`src/rtl/fnd_pkg.sv`:
```
// fnd_pkg -- shared constants for the six-digit seven-segment scanner.
// Holds the digit count, the all-segments-off pattern and the active-low
// {g,f,e,d,c,b,a} patterns for hex digits 0..F.
package fnd_pkg;

    localparam int NUM_DIGIT = 6;

    localparam logic [6:0] SEG_BLANK = 7'h7F;

    localparam logic [6:0] SEG_0 = 7'h40;
    localparam logic [6:0] SEG_1 = 7'h79;
    localparam logic [6:0] SEG_2 = 7'h24;
    localparam logic [6:0] SEG_3 = 7'h30;
    localparam logic [6:0] SEG_4 = 7'h19;
    localparam logic [6:0] SEG_5 = 7'h12;
    localparam logic [6:0] SEG_6 = 7'h02;
    localparam logic [6:0] SEG_7 = 7'h78;
    localparam logic [6:0] SEG_8 = 7'h00;
    localparam logic [6:0] SEG_9 = 7'h10;
    localparam logic [6:0] SEG_A = 7'h08;
    localparam logic [6:0] SEG_B = 7'h03;
    localparam logic [6:0] SEG_C = 7'h46;
    localparam logic [6:0] SEG_D = 7'h21;
    localparam logic [6:0] SEG_E = 7'h06;
    localparam logic [6:0] SEG_F = 7'h0E;

endpackage

```
`src/rtl/fnd_dec.sv`:
```
// fnd_dec -- combinational hex to seven-segment decoder.
// Ports:
//   hex : 4-bit hex value to display
//   seg : 7-bit segment pattern {g,f,e,d,c,b,a}, active-low
module fnd_dec
    import fnd_pkg::*;
(
    input  logic [3:0] hex,
    output logic [6:0] seg
);

    // Decode one hex nibble into its active-low segment pattern.
    always_comb begin
        seg = SEG_BLANK;
        case (hex)
            4'h0:    seg = SEG_0;
            4'h1:    seg = SEG_1;
            4'h2:    seg = SEG_2;
            4'h3:    seg = SEG_3;
            4'h4:    seg = SEG_4;
            4'h5:    seg = SEG_5;
            4'h6:    seg = SEG_6;
            4'h7:    seg = SEG_7;
            4'h8:    seg = SEG_8;
            4'h9:    seg = SEG_9;
            4'hA:    seg = SEG_A;
            4'hB:    seg = SEG_B;
            4'hC:    seg = SEG_C;
            4'hD:    seg = SEG_D;
            4'hE:    seg = SEG_E;
            4'hF:    seg = SEG_F;
            default: seg = SEG_BLANK;
        endcase
    end

endmodule

```
`src/rtl/fnd_scan_mux.sv`:
```
// fnd_scan_mux -- time-multiplexed driver for a six-digit common-anode
// seven-segment display with tear-free, frame-synchronous updates.
// Ports:
//   clk        : system clock
//   rst        : synchronous active-high reset
//   i_digits   : six hex digits, digit k at [4k+3:4k], digit 0 rightmost
//   i_dp       : decimal point request per digit (1 = lit)
//   i_blank_lz : leading-zero blanking enable
//   i_load     : single-cycle strobe staging i_digits/i_dp/i_blank_lz
//   o_load_ack : one-cycle pulse when staged data becomes visible
//   o_seg      : segments {g,f,e,d,c,b,a}, active-low
//   o_seg_dp   : decimal point, active-low
//   o_seg_enb  : one-hot active-low digit enable
// New data is staged on i_load and copied into the displayed (shadow)
// registers only at the end of a full scan frame, so a frame never mixes
// old and new digits.
module fnd_scan_mux
    import fnd_pkg::*;
#(
    parameter int SCAN_DIV = 50000
)
(
    input  logic        clk,
    input  logic        rst,
    input  logic [23:0] i_digits,
    input  logic [5:0]  i_dp,
    input  logic        i_blank_lz,
    input  logic        i_load,
    output logic        o_load_ack,
    output logic [6:0]  o_seg,
    output logic        o_seg_dp,
    output logic [5:0]  o_seg_enb
);

    localparam int         PW       = (SCAN_DIV > 1) ? $clog2(SCAN_DIV) : 1;
    localparam logic [PW-1:0] PRESC_LAST = PW'(SCAN_DIV - 1);
    localparam logic [2:0] IDX_LAST = 3'(NUM_DIGIT - 1);

    logic [PW-1:0] presc_r;
    logic [2:0]    idx_r;
    logic [23:0]   stg_digits_r;
    logic [5:0]    stg_dp_r;
    logic          stg_blank_r;
    logic          pending_r;
    logic [23:0]   shd_digits_r;
    logic [5:0]    shd_dp_r;
    logic          shd_blank_r;

    logic          tick_s;
    logic          frame_s;
    logic          commit_s;
    logic [23:0]   digit_shift_s;
    logic [5:0]    dp_shift_s;
    logic [5:0]    onehot_s;
    logic          blank_s;
    logic [6:0]    dec_seg_s;

    // Slot timing, frame boundary and commit decision.
    always_comb begin
        tick_s   = (presc_r == PRESC_LAST);
        frame_s  = tick_s && (idx_r == IDX_LAST);
        commit_s = frame_s && (i_load || pending_r);
    end

    // Select the current digit; shifting the whole word right leaves the
    // current digit in the low nibble and only digits idx..5 above it, so
    // a zero result means this digit and every more significant one are 0.
    always_comb begin
        digit_shift_s = shd_digits_r >> {idx_r, 2'b00};
        dp_shift_s    = shd_dp_r >> idx_r;
        onehot_s      = 6'b000001 << idx_r;
        blank_s       = shd_blank_r && (idx_r != 3'd0) && (digit_shift_s == 24'd0);
    end

    fnd_dec u_dec (
        .hex (digit_shift_s[3:0]),
        .seg (dec_seg_s)
    );

    // Prescaler and digit index.
    always_ff @(posedge clk) begin
        if (rst) begin
            presc_r <= '0;
            idx_r   <= 3'd0;
        end else if (tick_s) begin
            presc_r <= '0;
            idx_r   <= (idx_r == IDX_LAST) ? 3'd0 : idx_r + 3'd1;
        end else begin
            presc_r <= presc_r + PW'(1);
        end
    end

    // Staging registers and pending flag; the last load before a frame
    // boundary wins, and the boundary itself always clears pending.
    always_ff @(posedge clk) begin
        if (rst) begin
            stg_digits_r <= 24'd0;
            stg_dp_r     <= 6'd0;
            stg_blank_r  <= 1'b0;
            pending_r    <= 1'b0;
        end else begin
            if (i_load) begin
                stg_digits_r <= i_digits;
                stg_dp_r     <= i_dp;
                stg_blank_r  <= i_blank_lz;
            end
            if (frame_s) begin
                pending_r <= 1'b0;
            end else if (i_load) begin
                pending_r <= 1'b1;
            end
        end
    end

    // Shadow registers; a load arriving on the boundary cycle bypasses
    // staging so it is not lost.
    always_ff @(posedge clk) begin
        if (rst) begin
            shd_digits_r <= 24'd0;
            shd_dp_r     <= 6'd0;
            shd_blank_r  <= 1'b0;
            o_load_ack   <= 1'b0;
        end else begin
            if (commit_s) begin
                shd_digits_r <= i_load ? i_digits   : stg_digits_r;
                shd_dp_r     <= i_load ? i_dp       : stg_dp_r;
                shd_blank_r  <= i_load ? i_blank_lz : stg_blank_r;
            end
            o_load_ack <= commit_s;
        end
    end

    // Registered display outputs for the current index.
    always_ff @(posedge clk) begin
        if (rst) begin
            o_seg_enb <= 6'b111110;
            o_seg     <= SEG_0;
            o_seg_dp  <= 1'b1;
        end else begin
            o_seg_enb <= ~onehot_s;
            o_seg     <= blank_s ? SEG_BLANK : dec_seg_s;
            o_seg_dp  <= ~dp_shift_s[0];
        end
    end

endmodule

```
`config.mk`:
```
export PLATFORM = sky130hd
export DESIGN_NAME = fnd_scan_mux
export DESIGN_NICKNAME = d
export VERILOG_FILES = /design/src/rtl/fnd_pkg.sv /design/src/rtl/fnd_dec.sv /design/src/rtl/fnd_scan_mux.sv
export SDC_FILE = /design/constraint.sdc
export NUM_CORES = 1
export LEC_CHECK = 0
export ABC_AREA = 1
export BUFFER_PORTS_ARGS = -buffer_cell sky130_fd_sc_hd__clkbuf_2
export CELL_PAD_IN_SITES_DETAIL_PLACEMENT = 0
export CELL_PAD_IN_SITES_GLOBAL_PLACEMENT = 2
export CORE_AREA = 2 2 116 118
export CTS_BUF_LIST = sky130_fd_sc_hd__clkbuf_4 sky130_fd_sc_hd__clkbuf_8
export DETAILED_ROUTE_END_ITERATION = 8
export DIE_AREA = 0 0 118 120
export GPL_TIMING_DRIVEN = 0
export PLACE_DENSITY_LB_ADDON = 0.3
export SYNTH_ARGS = -nofsm -noshare
export SYNTH_HDL_FRONTEND = slang
export SYNTH_SLANG_ARGS = --single-unit
export TNS_END_PERCENT = 100
```
`constraint.sdc`:
```
create_clock -name clk -period 3.19 [get_ports clk]
set_input_delay 0.1595 -clock clk [delete_from_list [all_inputs] [get_ports clk]]
set_output_delay 0.1595 -clock clk [all_outputs]
set_load 0.01 [all_outputs]
```
==> Word level (Yosys, flattened, before mapping) <==
Memory sizes are Yosys's and may differ from the RTL's.
Cells that the tools add are included.
{ "op_classes": {"shift": 3, "n_addsub": 2, "n_reduce_logical": 10, "n_bitwise": 2, "muxes": 5, "eq_ne": 2} }
{ "op_table": {"columns": ["operator", "count"], "rows": [
  ["24-bit logical NOT", 1],
  ["24-bit two-way mux", 1],
  ["24-bit by 5-bit right shift with 24-bit output", 1],
  ["16-bit by 1-bit adder with 16-bit output (second input constant)", 1],
  ["16-bit equality test (second input constant)", 1],
  ["6-bit two-way mux", 2],
  ["6-bit NOT", 1],
  ["2-bit OR reduction", 3],
  ["1-bit by 3-bit << shifter with 6-bit output (first input constant)", 1],
  ["6-bit by 3-bit right shift with 1-bit output", 1],
  ["1-bit logical AND", 4],
  ["3-bit by 1-bit adder with 3-bit output (second input constant)", 1],
  ["3-bit equality test (second input constant)", 1],
  ["3-bit two-way mux", 1],
  ["3-bit nonzero test", 1],
  ["1-bit logical OR", 1],
  ["1-bit two-way mux", 1],
  ["1-bit NOT", 1]
]} }
{ "totals": {"rom_bits": 112, "n_memories": 1, "in_bits": 34, "out_inout_bits": 15, "register_bits": 97, "wordCells": 39} }
{ "memory_table": {"columns": ["memory", "words", "word_bits", "read_ports", "rd_clocked_by_memory_dff", "wr", "line", "source"], "rows": [
  ["(no name shown)", 16, 7, 1, 0, 0, "fnd_dec.sv:15", "case (hex)"]
]} }

==> Logic depth before layout (Yosys ltp) <==
{ "logic_depth": {"ltp_word": 4, "mapped_depth": 16, "ltp_nobuf": 15} }

==> By module <==
From an unflattened synthesis, not the netlist that was laid out.
{ "hier_totals": {"hier_cells": 574, "area_unflattened_um2": 4367.9} }
{ "modules_own_cells": {"columns": ["module", "seq_area_each_um2", "area_each_um2", "cells_per_inst", "n_inst"], "rows": [
  ["fnd_scan_mux", 1941.9, 4093.9, 525, 1],
  ["fnd_dec", 0.0, 274.0, 49, 1]
]} }

==> Worst setup path after synthesis <==
No wires, ideal clock.
{ "synth_path": {"kind": "register to register", "startpoint": "reg idx_r[0]", "endpoint": "reg o_seg[0]", "path_stages_with_launch": 16, "setup_slack_ns": 1.467, "path_buffers": 2, "arrival_ns": 1.591, "setup_time_ns": 0.132, "required_time_ns": 3.058, "synth_period_minus_slack_ns": 1.723, "cell_sequence": "dfxtp_1 buf_6 buf_6 nand2_1 o211ai_1 nand2_1 nand2_1 nand2_1 inv_1 ha_1 inv_1 nand3_1 nand2_1 nor2_1 nor2_1 a21oi_1"} }
{ "synth_between": {"elab_chain_len": 4, "elab_cells_between_ends": 7, "classes_between": "shift: 1; mux: 1; reduce/logical: 4; memory: 1"} }
{ "synth_lines": {"columns": ["element", "line", "source"], "rows": [
  ["start: declaration", "fnd_scan_mux.sv:40", "logic [2:0] idx_r;"],
  ["start signal: assignment", "fnd_scan_mux.sv:87", "idx_r <= (idx_r == IDX_LAST) ? 3'd0 : idx_r + 3'd1;"],
  ["parallel branches: the longest is 3 deep, another holds memory read 16 x 7 bit", null, null],
  ["6-bit two-way mux (*)", "fnd_scan_mux.sv:141", "o_seg <= blank_s ? SEG_BLANK : dec_seg_s;"],
  ["end signal: assignment", "fnd_scan_mux.sv:141", null],
  ["end: declaration", "fnd_scan_mux.sv:30", "output logic [6:0] o_seg,"]
]} }
Every way passes the cells marked *.
A chain may end at the register's enable or synchronous reset.

==> Final worst setup path <==
Same ends and word-level chain as after synthesis.

==> metrics <==
Slew Viols, Final=0; layout cells sized above 1=14.7%; Site Rows=42; post-DP HPWL=8.69 mm; grt total ovfl=0; CTS sink count=97; Cells after Synth=673; Distinct cells, synth=40; Worst EP arrival=2340 ps; R2R Path End=o_seg[0]; Slew @ Worst Pin=691 ps; Final Critical Period=2090 ps; Seq pwr share=57.9%; Max-Cap Viols=0; diode count=0; die area=0.0142 mm²; Worst Setup Start Kind=flop; Root Driver=clkbuf_8; Synth Flop Type=dfxtp_1; Final Setup Violations=0; synthesized cell area=0.00471 mm²; critical path's most frequent cell=nand2_1; DR vias=4194; synthesized flop and latch total=97; Synth Warn #=0; I/O Pins=49; share of the synthesized area in the top cell type=41.2%; Top delay family on crit path=simple AND/OR/NAND/NOR gates; H-tree levels=3; # nets final=772; dpl ws=1130 ps; FFs w/ async S/R, synth=0%; Clk pwr share=35.3%; VDD IR max=206 µV; startpoint of the worst hold path=i_digits[4]; area leader, netlist=dfxtp_1; postcts setup bufs=0; Req. time, crit path=3440 ps; area delta synth->final=13.4%; core box area=0.0130 mm²; sequential share of the synthesized area=41.2%; TritonCTS clock tree=built; maximum clock rate=479 MHz; Iteration-0 DRC Markers=212; Sw Pwr=0.574 mW; syn_nets=715; vias in the first global route=4194; Post-synth EDFFs=0; sum of negative setup slack=0 ps; GR Util All Layers=17.1%; clk_lat worst skew=380 ps; sw frac=26.6%; Final Cycle Share=65.5%; worst hold stages=5; RSZ-0062 raised after global routing=no; crit path max fanout=10; status=finished clean; Critical path buffers and inverters=4; vias per std cell=4.60; DIE HEIGHT=120 µm; crit-path cells=buf_6, inv_2, nand2_1, nand2_1, nand2_1, nand2_1, nand2_1, nand2_1, inv_1, ha_1, inv_1, nand3_1, nand2_1, nor2_1, nor2_1, a21oi_1; antenna violations before repair=0; setup ws final=1100 ps; clk buf depth=2; initial core utilization=36.3%; Pint=1.58 mW; FF-to-FF setup slack=1100 ps; Max-slew headroom=53.9%; top cells by area, synth=dfxtp_1 41%, nand2_1 13%, inv_1 8.5%; WL/cell=12.4 µm; Leak Pwr=2.40 nW; Antenna Violating Nets Remaining=0; Hold Path Class=input pin to flop; die span in x=118 µm; kind of critical path=flop to flop; Post-CTS Resized=0; CP peak stage delay=320 ps; residual DRC count=0; Final Routed Wirelength=11.3 mm; hold buffers post-CTS=0; number of cells on the worst reg-to-reg path=16; Worst Setup End Kind=flop; pin count of the biggest net entering global routing=18; power density over the cells=403 mW/mm²; combinational power share=6.7%; Clock transition at path regs=100 ps; Syn Area/Cell=7.00 µm²; Worst Clk Skew=12.8 ps; Final Hold Fails=0; DR pass1 iterations=4; Port Buffers=46; Reg-to-Reg Start=idx_r[0]; gpl congestion=0.805; first-pass GRT wire length=19.7 mm; Slowest cell on crit path=dfxtp_1; CTS Buf Count=9; Hold Crit Endpoint=stg_digits_r[4]
## tightest hold or removal path, cell delays in order
cell,delay (ps)
clkbuf_2,80
inv_1,40
nand2_1,40
o21ai_0,90
nor2_1,50
## per-stage QoR
stage | cell area (µm²) | std cells | power [mW] | hold slack [ps] | util (%)
after floorplan | 4710 | 673 | 1.37 | 398 | -
after global placement | 5160 | 895 | 1.42 | 431 | 39.8
after detailed placement | 5160 | 895 | 1.42 | 449 | 39.8
after CTS | 5340 | 911 | 2.17 | 89.7 | 41.1
after global routing | 5340 | 911 | 2.25 | 138 | 41.1
final | 5340 | 911 | 2.15 | 107 | 41.1
## cells in the final DEF (no fill, tap or decap), types with 2 or more instances in the layout
cell / count
nand2_1: 161
inv_1: 107
dfxtp_1: 97
nor2_1: 68
a21oi_1: 50
clkbuf_2: 46
nand4_1: 36
o21ai_0: 35
nand3_1: 23
clkbuf_1: 15
clkbuf_8: 10
buf_6: 8
ha_1: 8
nand2_2: 7
nor3_1: 7
inv_2: 5
buf_2: 4
nor3b_1: 4
clkinvlp_4: 4
o21ai_1: 3
buf_8: 3
or2_2: 3
nor2_2: 3
o22ai_1: 3
o211ai_1: 2
nor2_4: 2
nand4_2: 2
xor2_1: 2
## sequential cells by signal, summed over array words and instances, names as in the netlist, 3 cells and up
| signal | count |
|---|---|
| presc_r | 16 |
| shd_dp_r | 6 |
| stg_dp_r | 6 |
| shd_digits_r | 24 |
| idx_r | 3 |
| o_seg_enb | 6 |
| o_seg | 7 |
| stg_digits_r | 24 |
## Yosys cell counts, types with 2 or more instances
library cell / number
a21oi_1: 50
buf_2: 4
buf_6: 8
buf_8: 3
clkbuf_1: 15
dfxtp_1: 97
ha_1: 8
inv_1: 107
inv_2: 5
nand2_1: 161
nand2_2: 7
nand3_1: 23
nand4_1: 36
nand4_2: 2
nor2_1: 68
nor2_2: 3
nor2_4: 2
nor3_1: 7
nor3b_1: 4
o211ai_1: 2
o21ai_0: 35
o21ai_1: 3
o22ai_1: 3
or2_2: 3
xor2_1: 2
## final cells by class
type | instances | area (µm²)
Inverter | 112 | 420
Clock inverter | 7 | 55.1
Fill cell | 1433 | 7640
Buffer | 33 | 240
Multi-Input combinational cell | 431 | 2110
Timing Repair Buffer | 46 | 230
Clock buffer | 9 | 124
Tap cell | 176 | 220
Sequential cell | 97 | 1940
## power by group through the flow
stage | combinational (mW) | sequential [mW] | clock (mW)
3_3_place_gp | 0.145 | 1.28 | 0
2_1_floorplan | 0.0968 | 1.27 | 0
3_5_place_dp | 0.148 | 1.28 | 0
4_1_cts | 0.149 | 1.25 | 0.777
6_report | 0.145 | 1.25 | 0.761
5_1_grt | 0.171 | 1.25 | 0.822
## routing by layer
| layer | routed length, µm | global-route usage, % | vias to the layer above |
|---|---|---|---|
| li1 | - | - | 2230 |
| met2 | 5290 | 28.8 | 63 |
| met1 | 5600 | 22.1 | 1893 |
| met5 | 0 | 0 | - |
| met4 | 122 | 6.40 | 0 |
| met3 | 303 | 2.80 | 8 |
## how the worst max path moves through the flow
stage | from | to | slack (ps) | cells after the start
6_report | idx_r[0] | o_seg[0] | 1100 | 16
5_1_grt | idx_r[2] | o_seg[6] | 870 | 10
4_1_cts | idx_r[0] | o_seg[0] | 1110 | 16
3_5_place_dp | idx_r[0] | o_seg[0] | 1130 | 16
3_3_place_gp | idx_r[0] | o_seg[0] | 1120 | 16
2_1_floorplan | idx_r[0] | o_seg[0] | 1470 | 15
## cell families (layout without fill, tap and decap cells)
| group | Yosys count | count (layout) | share of synthesized area [%] |
|---|---|---|---|
| simple gates | 324 | 324 | 31.4 |
| buf+inv | 145 | 207 | 14.0 |
| flops | 97 | 97 | 41.2 |
| compound gates | 96 | 96 | 10.6 |
| fa+ha+maj | 8 | 8 | 2.12 |
| xor+xnor | 2 | 2 | 0.372 |
| mux | 1 | 1 | 0.212 |
(Power assumes the default switching activity.)
